**src/rtl/uart_pkg.sv**
```systemverilog
// Shared types and helpers for the UART transmitter: FSM state encoding,
// parity mode constants and the parity computation.
package uart_pkg;

    typedef enum logic [2:0] {
        IDLE   = 3'd0,
        START  = 3'd1,
        DATA   = 3'd2,
        PARITY = 3'd3,
        STOP   = 3'd4
    } tx_state_t;

    localparam int PARITY_NONE = 0;
    localparam int PARITY_ODD  = 1;
    localparam int PARITY_EVEN = 2;

    // Narrower words are zero-extended by the caller, which leaves the XOR unchanged.
    function automatic logic parity_bit(input logic [8:0] data, input int mode);
        logic even_s;
        even_s = ^data;
        if (mode == PARITY_ODD) begin
            return ~even_s;
        end else begin
            return even_s;
        end
    endfunction

endpackage

```
**src/rtl/uart_tx_if.sv**
```systemverilog
// Producer-side valid/ready word handshake into the UART transmitter.
interface uart_tx_if #(
    parameter int DATA_BITS = 8
);
    logic [DATA_BITS-1:0] tx_data;
    logic                 tx_valid;
    logic                 tx_ready;

    modport master (output tx_data, output tx_valid, input tx_ready);
    modport slave  (input tx_data, input tx_valid, output tx_ready);
endinterface

```
**src/rtl/uart_baud_tick.sv**
```systemverilog
// Bit-time down-counter: latches the divisor at frame start (0 acts as 1)
// and pulses tick_o on the last cycle of every bit.
module uart_baud_tick #(
    parameter int DIV_WIDTH = 16
) (
    input  logic                 clk,
    input  logic                 rst,
    input  logic                 load_i,
    input  logic [DIV_WIDTH-1:0] div_i,
    input  logic                 active_i,
    input  logic                 clear_i,
    output logic                 tick_o
);
    logic [DIV_WIDTH-1:0] cnt_q, cnt_d;
    logic [DIV_WIDTH-1:0] reload_q, reload_d;

    assign tick_o = active_i && (cnt_q == {DIV_WIDTH{1'b0}});

    // Next counter value: load at frame start, reload per bit, rest at 0 when idle.
    always_comb begin
        cnt_d    = cnt_q;
        reload_d = reload_q;
        if (load_i) begin
            reload_d = (div_i == {DIV_WIDTH{1'b0}}) ? DIV_WIDTH'(1) : div_i;
            cnt_d    = reload_d - DIV_WIDTH'(1);
        end else if (!active_i || clear_i) begin
            cnt_d = {DIV_WIDTH{1'b0}};
        end else if (cnt_q == {DIV_WIDTH{1'b0}}) begin
            cnt_d = reload_q - DIV_WIDTH'(1);
        end else begin
            cnt_d = cnt_q - DIV_WIDTH'(1);
        end
    end

    // Counter and latched reload value.
    always_ff @(posedge clk or posedge rst) begin
        if (rst) begin
            cnt_q    <= {DIV_WIDTH{1'b0}};
            reload_q <= DIV_WIDTH'(1);
        end else begin
            cnt_q    <= cnt_d;
            reload_q <= reload_d;
        end
    end
endmodule

```
**src/rtl/uart_tx.sv**
```systemverilog
// UART transmitter: start bit, DATA_BITS data bits LSB first, optional
// parity and STOP_BITS stop bits, with bit timing from uart_baud_tick.
module uart_tx
    import uart_pkg::*;
#(
    parameter int DATA_BITS = 8,
    parameter int PARITY    = 0,
    parameter int STOP_BITS = 1,
    parameter int DIV_WIDTH = 16
) (
    input  logic                 clk,
    input  logic                 rst,
    input  logic [DIV_WIDTH-1:0] divisor,
    uart_tx_if.slave             bus,
    output logic                 tx,
    output logic                 tx_busy,
    output logic                 tx_done
);
    tx_state_t            state_q, state_d;
    logic [DATA_BITS-1:0] shreg_q, shreg_d;
    logic                 par_q, par_d;
    logic [3:0]           bit_idx_q, bit_idx_d;
    logic                 stop_cnt_q, stop_cnt_d;
    logic                 tx_q, tx_d;
    logic                 ready_q, busy_q, done_q, done_d;
    logic                 accept_s, load_s, frame_end_s, tick_s;

    assign accept_s     = bus.tx_valid && ready_q;
    assign bus.tx_ready = ready_q;
    assign tx           = tx_q;
    assign tx_busy      = busy_q;
    assign tx_done      = done_q;

    uart_baud_tick #(.DIV_WIDTH(DIV_WIDTH)) u_baud (
        .clk      (clk),
        .rst      (rst),
        .load_i   (load_s),
        .div_i    (divisor),
        .active_i (state_q != IDLE),
        .clear_i  (frame_end_s),
        .tick_o   (tick_s)
    );

    // Frame sequencing: every state advances only on a bit-time tick.
    always_comb begin
        state_d     = state_q;
        shreg_d     = shreg_q;
        par_d       = par_q;
        bit_idx_d   = bit_idx_q;
        stop_cnt_d  = stop_cnt_q;
        done_d      = 1'b0;
        load_s      = 1'b0;
        frame_end_s = 1'b0;
        case (state_q)
            IDLE: begin
                if (accept_s) begin
                    state_d = START;
                    shreg_d = bus.tx_data;
                    par_d   = parity_bit(9'(bus.tx_data), PARITY);
                    load_s  = 1'b1;
                end else begin
                    state_d = IDLE;
                end
            end
            START: begin
                if (tick_s) begin
                    state_d   = DATA;
                    bit_idx_d = 4'd0;
                end else begin
                    state_d = START;
                end
            end
            DATA: begin
                if (tick_s) begin
                    shreg_d = shreg_q >> 1;
                    if (bit_idx_q == 4'(DATA_BITS - 1)) begin
                        state_d    = (PARITY != PARITY_NONE) ? uart_pkg::PARITY : STOP;
                        stop_cnt_d = 1'b0;
                    end else begin
                        bit_idx_d = bit_idx_q + 4'd1;
                    end
                end else begin
                    state_d = DATA;
                end
            end
            uart_pkg::PARITY: begin
                if (tick_s) begin
                    state_d    = STOP;
                    stop_cnt_d = 1'b0;
                end else begin
                    state_d = uart_pkg::PARITY;
                end
            end
            STOP: begin
                if (tick_s) begin
                    if (stop_cnt_q == 1'(STOP_BITS - 1)) begin
                        state_d     = IDLE;
                        done_d      = 1'b1;
                        frame_end_s = 1'b1;
                    end else begin
                        stop_cnt_d = stop_cnt_q + 1'b1;
                    end
                end else begin
                    state_d = STOP;
                end
            end
            default: state_d = IDLE;
        endcase
    end

    // Line level follows the state being entered so tx stays registered.
    always_comb begin
        case (state_d)
            START:            tx_d = 1'b0;
            DATA:             tx_d = shreg_d[0];
            uart_pkg::PARITY: tx_d = par_d;
            default:          tx_d = 1'b1;
        endcase
    end

    // State, datapath and output registers.
    always_ff @(posedge clk or posedge rst) begin
        if (rst) begin
            state_q    <= IDLE;
            shreg_q    <= {DATA_BITS{1'b0}};
            par_q      <= 1'b0;
            bit_idx_q  <= 4'd0;
            stop_cnt_q <= 1'b0;
            tx_q       <= 1'b1;
            ready_q    <= 1'b1;
            busy_q     <= 1'b0;
            done_q     <= 1'b0;
        end else begin
            state_q    <= state_d;
            shreg_q    <= shreg_d;
            par_q      <= par_d;
            bit_idx_q  <= bit_idx_d;
            stop_cnt_q <= stop_cnt_d;
            tx_q       <= tx_d;
            ready_q    <= (state_d == IDLE);
            busy_q     <= (state_d != IDLE);
            done_q     <= done_d;
        end
    end
endmodule
```
**src/flat_wrapper.sv**
```systemverilog
// flat-port wrapper written by rule: the top's interface ports become plain ports
module uart_tx_flat import uart_pkg::*;
#(
    parameter int DATA_BITS = 8,
    parameter int PARITY    = 0,
    parameter int STOP_BITS = 1,
    parameter int DIV_WIDTH = 16
)
  (clk, rst, divisor, tx, tx_busy, tx_done, bus_tx_data, bus_tx_valid, bus_tx_ready);
  uart_tx_if #(.DATA_BITS(DATA_BITS)) bus_i ();
  input  logic clk;
  input  logic rst;
  input  logic [DIV_WIDTH-1:0] divisor;
  output logic tx;
  output logic tx_busy;
  output logic tx_done;
  input wire logic [$bits(bus_i.tx_data)-1:0] bus_tx_data;
  input wire logic [$bits(bus_i.tx_valid)-1:0] bus_tx_valid;
  output wire logic [$bits(bus_i.tx_ready)-1:0] bus_tx_ready;
  assign bus_i.tx_data = bus_tx_data;
  assign bus_i.tx_valid = bus_tx_valid;
  assign bus_tx_ready = bus_i.tx_ready;
  uart_tx #(.DATA_BITS(DATA_BITS), .PARITY(PARITY), .STOP_BITS(STOP_BITS), .DIV_WIDTH(DIV_WIDTH)) u_core (.clk(clk), .rst(rst), .divisor(divisor), .bus(bus_i), .tx(tx), .tx_busy(tx_busy), .tx_done(tx_done));
endmodule
```
**config.mk**
```make
export PLATFORM = sky130hd
export DESIGN_NAME = uart_tx_flat
export DESIGN_NICKNAME = d
export VERILOG_FILES = /design/src/rtl/uart_pkg.sv /design/src/rtl/uart_tx_if.sv /design/src/rtl/uart_baud_tick.sv /design/src/rtl/uart_tx.sv /design/src/flat_wrapper.sv
export SDC_FILE = /design/constraint.sdc
export NUM_CORES = 1
export LEC_CHECK = 0
export CORE_MARGIN = 4
export CORE_UTILIZATION = 40
export CTS_CLUSTER_SIZE = 20
export DETAILED_ROUTE_END_ITERATION = 8
export GPL_ROUTABILITY_DRIVEN = 1
export GPL_TIMING_DRIVEN = 0
export HOLD_SLACK_MARGIN = 0.1
export PLACE_DENSITY_LB_ADDON = 0.05
export SKIP_CTS_REPAIR_TIMING = 1
export SLEW_MARGIN = 20
export SYNTH_ARGS = -nofsm -noshare
export SYNTH_HDL_FRONTEND = slang
export SYNTH_SLANG_ARGS = --single-unit
export TNS_END_PERCENT = 5
```
**constraint.sdc**
```tcl
create_clock -name clk -period 8.12 [get_ports clk]
set_input_delay 1.218 -clock clk [delete_from_list [all_inputs] [get_ports clk]]
set_output_delay 1.218 -clock clk [all_outputs]
set_load 0.02 [all_outputs]
```
======== Word level (Yosys, flattened, before mapping) ========
Cells that the tools add are included.
word-level totals
  register bits after elaboration ......... 53
  word-level logic and storage cells ...... 82
operators by class
  reduce and logical (&&, ||, !) cells .... 17
  mux-type cells .......................... 33
  equality and inequality tests ........... 15
  $add $sub $neg .......................... 5
operators by type and width
  operator                                                number
  2-to-1 mux 16 bit                                       4
  subtractor 16 x 1 -> 16 bit (second input constant)     3
  logical NOT 16 bit                                      2
  2-to-1 mux 8 bit                                        2
  case mux 8 bit (2 select lines)                         1
  2-to-1 mux 3 bit                                        5
  case mux 3 bit (5 select lines)                         1
  2-to-1 mux 1 bit                                        13
  == test 3 x 2 -> 1 bit (second input constant)          4
  2-to-1 mux 4 bit                                        3
  inequality test 2 x 1 -> 1 bit (second input constant)  6
  nonzero test 3 bit                                      3
  XOR reduction 9 bit                                     1
  case mux 4 bit (2 select lines)                         1
  == test 3 x 1 -> 1 bit (second input constant)          2
  logical NOT 3 bit                                       2
  case mux 1 bit (3 select lines)                         2
  AND reduction 5 bit                                     1
  adder 4 x 1 -> 4 bit (second input constant)            1
  == test 4 x 3 -> 1 bit (second input constant)          1
  AND reduction 4 bit                                     1
  nonzero test 2 bit                                      2
  == test 3 bit (second input constant)                   1
  AND reduction 3 bit                                     1
  6 further kinds                                         7

======== Logic depth before layout (Yosys ltp) ========
Gate-level depths: netlist of run 1.
  depth in word-level cells ............... 7
  depth in mapped cells ................... 12
  depth with buffers taken out ............ 10

======== By module ========
Synthesis of run 1 repeated with hierarchy kept, for this count alone.
unflattened totals
  cell total of the unflattened synthesis .. 319
  area, all modules ....................... 3141.8 sq um
modules (own cells, without submodules)
  module          area each (sq um)  times used  cells an instance  seq. area each (sq um)
  uart_baud_tick  2098.3             1           218                802.0
  uart_tx         1043.5             1           101                503.0

======== Worst setup path before layout of run 1 ========
No wires, ideal clock.
  path kind ............................... input port to flip-flop
  start ................................... input divisor[8]
  end ..................................... register u_core.u_baud.cnt_q[12]
  data arrival time ....................... 3.077 ns
  library setup time ...................... 0.138 ns
  slack ................................... 4.905 ns
  buffers on the path ..................... 0
  required time ........................... 7.982 ns
  stages .................................. 9
  cell sequence ........................... or4_1 nor3_1 a21oi_1 ha_1 nor3b_1 and2_1 nor2b_1 xnor2_1 o22ai_1
between the ends
  word-level cells in the longest chain between the ends .. 4
RTL lines
  what                             line                  RTL
  start, declared                  flat_wrapper.sv:13    input logic [DIV_WIDTH-1:0] divisor;
  logical NOT 16 bit               uart_baud_tick.sv:24  reload_d = (div_i == {DIV_WIDTH{1'b0}}) ? DIV_WIDTH'(1) : div_i;
  2-to-1 mux 16 bit (*)            uart_baud_tick.sv:24
  subtractor 16 x 1 -> 16 bit (*)  uart_baud_tick.sv:25  cnt_d = reload_d - DIV_WIDTH'(1);
  2-to-1 mux 16 bit (*)            uart_baud_tick.sv:23  if (load_i) begin
  net u_core.u_baud.cnt_d[12]      uart_baud_tick.sv:14  logic [DIV_WIDTH-1:0] cnt_q, cnt_d;
  end signal, assigned             uart_baud_tick.sv:38  cnt_q <= {DIV_WIDTH{1'b0}};
  end signal, assigned             uart_baud_tick.sv:41  cnt_q <= cnt_d;
  end, declared                    uart_baud_tick.sv:14
The timed path passes the listed nets; every way through them passes the cells marked *.
A chain may end at the register's enable or synchronous reset.

======== Worst setup path after layout of run 1 ========
Same ends and word-level chain as after synthesis.

==> results.tsv, run 1 <==
stage	metric	value	unit
route	final antenna-violating net count	0	
power_and_ir_drop	combinational power share	7.8	%
route	DR iter-0 viols	146	
hold_path	hold endpoint	u_core.shreg_q[1]	
synthesis	register area share after synthesis	43.3	%
hold_path	Min-Delay Path Class	reg -> reg	
cells_and_area	multi-input logic area	1630	µm²
sta	relative slew slack	52.2	%
cts	CTS tree	done	
power_and_ir_drop	P_leak	1.48	nW
global_route	initial antenna violation count	0	
floorplan	die width	94.8	µm
cts	Clock Path Buffers	2	
synthesis	Top FF cell, synth	dfrtp_1	
setup_path	CP max FO	6	
setup_path	Worst Setup End Kind	register	
global_route	vias in the first global route	2643	
synthesis	post-synth cell types	55	
setup_path	Worst Setup Start Kind	input port	
floorplan	Cell Rows	31	
route	drt via density	5.54	
cells_and_area	Fill cells	724	
cts	CTS root buf	clkbuf_8	
route	final wirelength	7840	µm
power_and_ir_drop	Max VDD drop	0.0661	mV
sta	Final Critical Period	4070	ps
cells_and_area	Reg area	1310	µm²
power_and_ir_drop	P_sw	0.105	mW
placement	dpl cells	474	
floorplan	Die Ht	94.8	µm
cells_and_area	commonest non-fill, non-tap cell in the layout	nand2_1	
synthesis	cell area after synthesis	3010	µm²
floorplan	initial core utilization	41.3	%
global_route	global-route wire length before repair	13200	µm
synthesis	Yosys warning count	0	
hold_path	min-delay src	u_core.shreg_q[1]	
route	DRC	0	
power_and_ir_drop	P per Cell Area	128	nW/µm²
setup_path	RR Startpoint	u_core.u_baud.cnt_q[10]	
sta	Fin. Hold Viols	0	
route	Wirelength per Cell	16.3	µm
synthesis	area leader, netlist	dfrtp_1	
sta	Least-Margin Pin Slew	705	ps
setup_path	Reg-to-Reg End	u_core.u_baud.cnt_q[14]	
global_route	gr ovfl total	0	
sta	max-slew violation count	0	
sta	RSZ-0062 raised after global routing	no	
placement	DP Wirelength	5720	µm
cts	Clock Latency Late Sink	300	ps
setup_path	Req. time, crit path	8280	ps
sta	fin crit share	50.1	%
global_route	largest net degree at the start of global routing	53	
cts	clock buffer count from CTS	5	
global_route	GRT Overall Usage	18.8	%
power_and_ir_drop	Seq pwr share	57.5	%
sta	Setup TNS	0	ps
cts	H-tree lvl count	2	
route	Vias	2668	
placement	pre-CTS setup slack	3750	ps
power_and_ir_drop	Clock Power Share	34.7	%
cells_and_area	most frequent cells in the layout	73 x nand2_1, 49 x dfrtp_1, 30 x clkdlybuf4s50_1	
synthesis	Mean Syn Cell Area	8.73	µm²
floorplan	die area	8980	µm²
cells_and_area	# nets final	412	
placement	IO Port Bufs	30	
hold_path	WHS Path Cells	2	
cells_and_area	Final Util	48.4	%
power_and_ir_drop	sw frac	23.2	%
sta	Min Hold Slack	478	ps
synthesis	flops & latches, synth	52	
status	status	finished, final reports clean	
sta	Max Clock Skew	7.19	ps
synthesis	Syn Inst Count	345	
sta	final worst slack	4050	ps
job	Max Cap Viol	0	
power_and_ir_drop	internal power	0.346	mW
route	TritonRoute pass-1 iters	4	
cells_and_area	ANT cells	0	
cells_and_area	Area Growth Syn to Fin	17.2	%
synthesis	top post-synthesis cells by area	dfrtp_1 41%, nand2_1 9.1%, xnor2_1 4.7%	
setup_path	Critical Path AT	4230	ps
synthesis	FFs w/ async S/R, synth	100	%
synthesis	top-area cell type share of the netlist area	40.7	%
setup_path	reg2reg path depth	11	
synthesis	Post-synth EDFFs	0	
sta	final setup fails	0	
floorplan	core area	7290	µm²
cells_and_area	share of cells above drive strength 1	7.05	%
placement	GP Congestion	0.900	
synthesis	syn nets	375	
cells_and_area	Layout Cells excl Fill	482	
cts	Clk pin slew, worst setup/hold paths	100	ps
cts	Sink Count	52	
sta	fmax	246	MHz
floorplan	Ports	31	
setup_path	critical path class	in -> reg	
setup_path	reg2reg setup slack	4830	ps
-- flip-flops by register name, summed over array words and instances, names as in the netlist --
signal                  count
u_core.bus.tx_ready         1
u_core.bit_idx_q            4
u_core.tx                   1
u_core.shreg_q              8
u_core.u_baud.cnt_q        16
u_core.u_baud.reload_q     16
u_core.tx_done              1
u_core.tx_busy              1
u_core.state_q              3
u_core.par_q                1
-- power by group through the flow --
stage | Combinational [mW] | Sequential (mW) | Clock (mW)
2_1_floorplan | 0.0150 | 0.264 | 0
3_3_place_gp | 0.0357 | 0.264 | 0
3_5_place_dp | 0.0358 | 0.264 | 0
4_1_cts | 0.0360 | 0.259 | 0.164
5_1_grt | 0.0389 | 0.259 | 0.174
6_report | 0.0352 | 0.259 | 0.156
-- layout make-up --
cell class,count,area share (%)
Timing Repair Buffer,30,8.51
Sequential cell,52,37.0
Multi-Input combinational cell,276,46.1
Clock buffer,6,2.34
Inverter,3,0.390
Clock inverter,2,0.284
Buffer,14,1.91
Tap cell,99,3.51
-- per-stage QoR --
stage,area (µm²),power [mW]
after floorplan,3010,0.279
after global placement,3430,0.300
after detailed placement,3440,0.300
after CTS,3530,0.459
after global routing,3530,0.472
final,3530,0.450
-- how the worst max path moves through the flow --
stage                     slack (ps)        from                 endpoint
final                           4050  divisor[8]  u_core.u_baud.cnt_q[12]
after global routing            3880  divisor[8]  u_core.u_baud.cnt_q[12]
after CTS                       4070  divisor[8]  u_core.u_baud.cnt_q[12]
after detailed placement        3750  divisor[8]  u_core.u_baud.cnt_q[12]
after global placement          3780  divisor[8]  u_core.u_baud.cnt_q[12]
after floorplan                 4900  divisor[8]  u_core.u_baud.cnt_q[12]
-- kinds of logic (layout without fill, tap and decap cells) --
logic type | count (synthesis) | after routing | synth area share [%]
AND/OR/NAND/NOR | 164 | 164 | 26.5
multiplexers | 1 | 1 | 0.374
buffers and inverters | 17 | 55 | 2.62
flip-flops | 52 | 52 | 43.4
adder cells (fa/ha/maj) | 3 | 3 | 1.25
XOR/XNOR | 29 | 29 | 8.44
AO/OA/AOI/OAI | 79 | 79 | 17.5
-- critical path, stage by stage --
cell             delay [ps]
clkdlybuf4s50_1         520
or4_1                   640
nor3_1                  530
a21oi_1                 220
ha_1                    260
nor3b_1                 180
and2_1                  260
nor2b_1                 180
xnor2_1                 130
o22ai_1                  90
-- synthesized netlist by cell type (4+ instances only) --
library cell  number
nand2_1           73
and2_1             4
nand2b_1           6
o22ai_1           14
xnor2_1           16
clkbuf_1           9
nor4_1             6
nor3_1            14
xor2_1            13
a22oi_1            7
dfrtp_1           49
a21oi_1           22
nor2_1            25
o31ai_1            4
or4_1              4
or3_1              7
nor2b_1            6
o21ai_0           10
-- metal layers --
metal,global-route usage [%],part of all wire [%],up-vias
met5,0,0,-
met4,4.57,0.69,0
met3,2.95,4.9,4
met2,30.4,46,57
met1,26.4,49,1301
li1,-,-,1306
Power figures use the tool's default switching activity.
==> run 2: changes to the inputs <==
==> constraint.sdc (replaced) <==
create_clock -name clk -period 3.8 [get_ports clk]
set_input_delay 0.57 -clock clk [delete_from_list [all_inputs] [get_ports clk]]
set_output_delay 0.57 -clock clk [all_outputs]
set_load 0.02 [all_outputs]
==> results of run 2 <==
Same layout as run 1 (identical final DEF). Status: finished, final reports clean.
Among the figures that moved: setup slack after placement 3750 ps -> 75.2 ps; setup slack after layout 4050 ps -> 376 ps; register-to-register setup slack 4830 ps -> 510 ps; total power 0.450 mW -> 0.962 mW; worst IR drop on VDD 0.0661 mV -> 0.141 mV
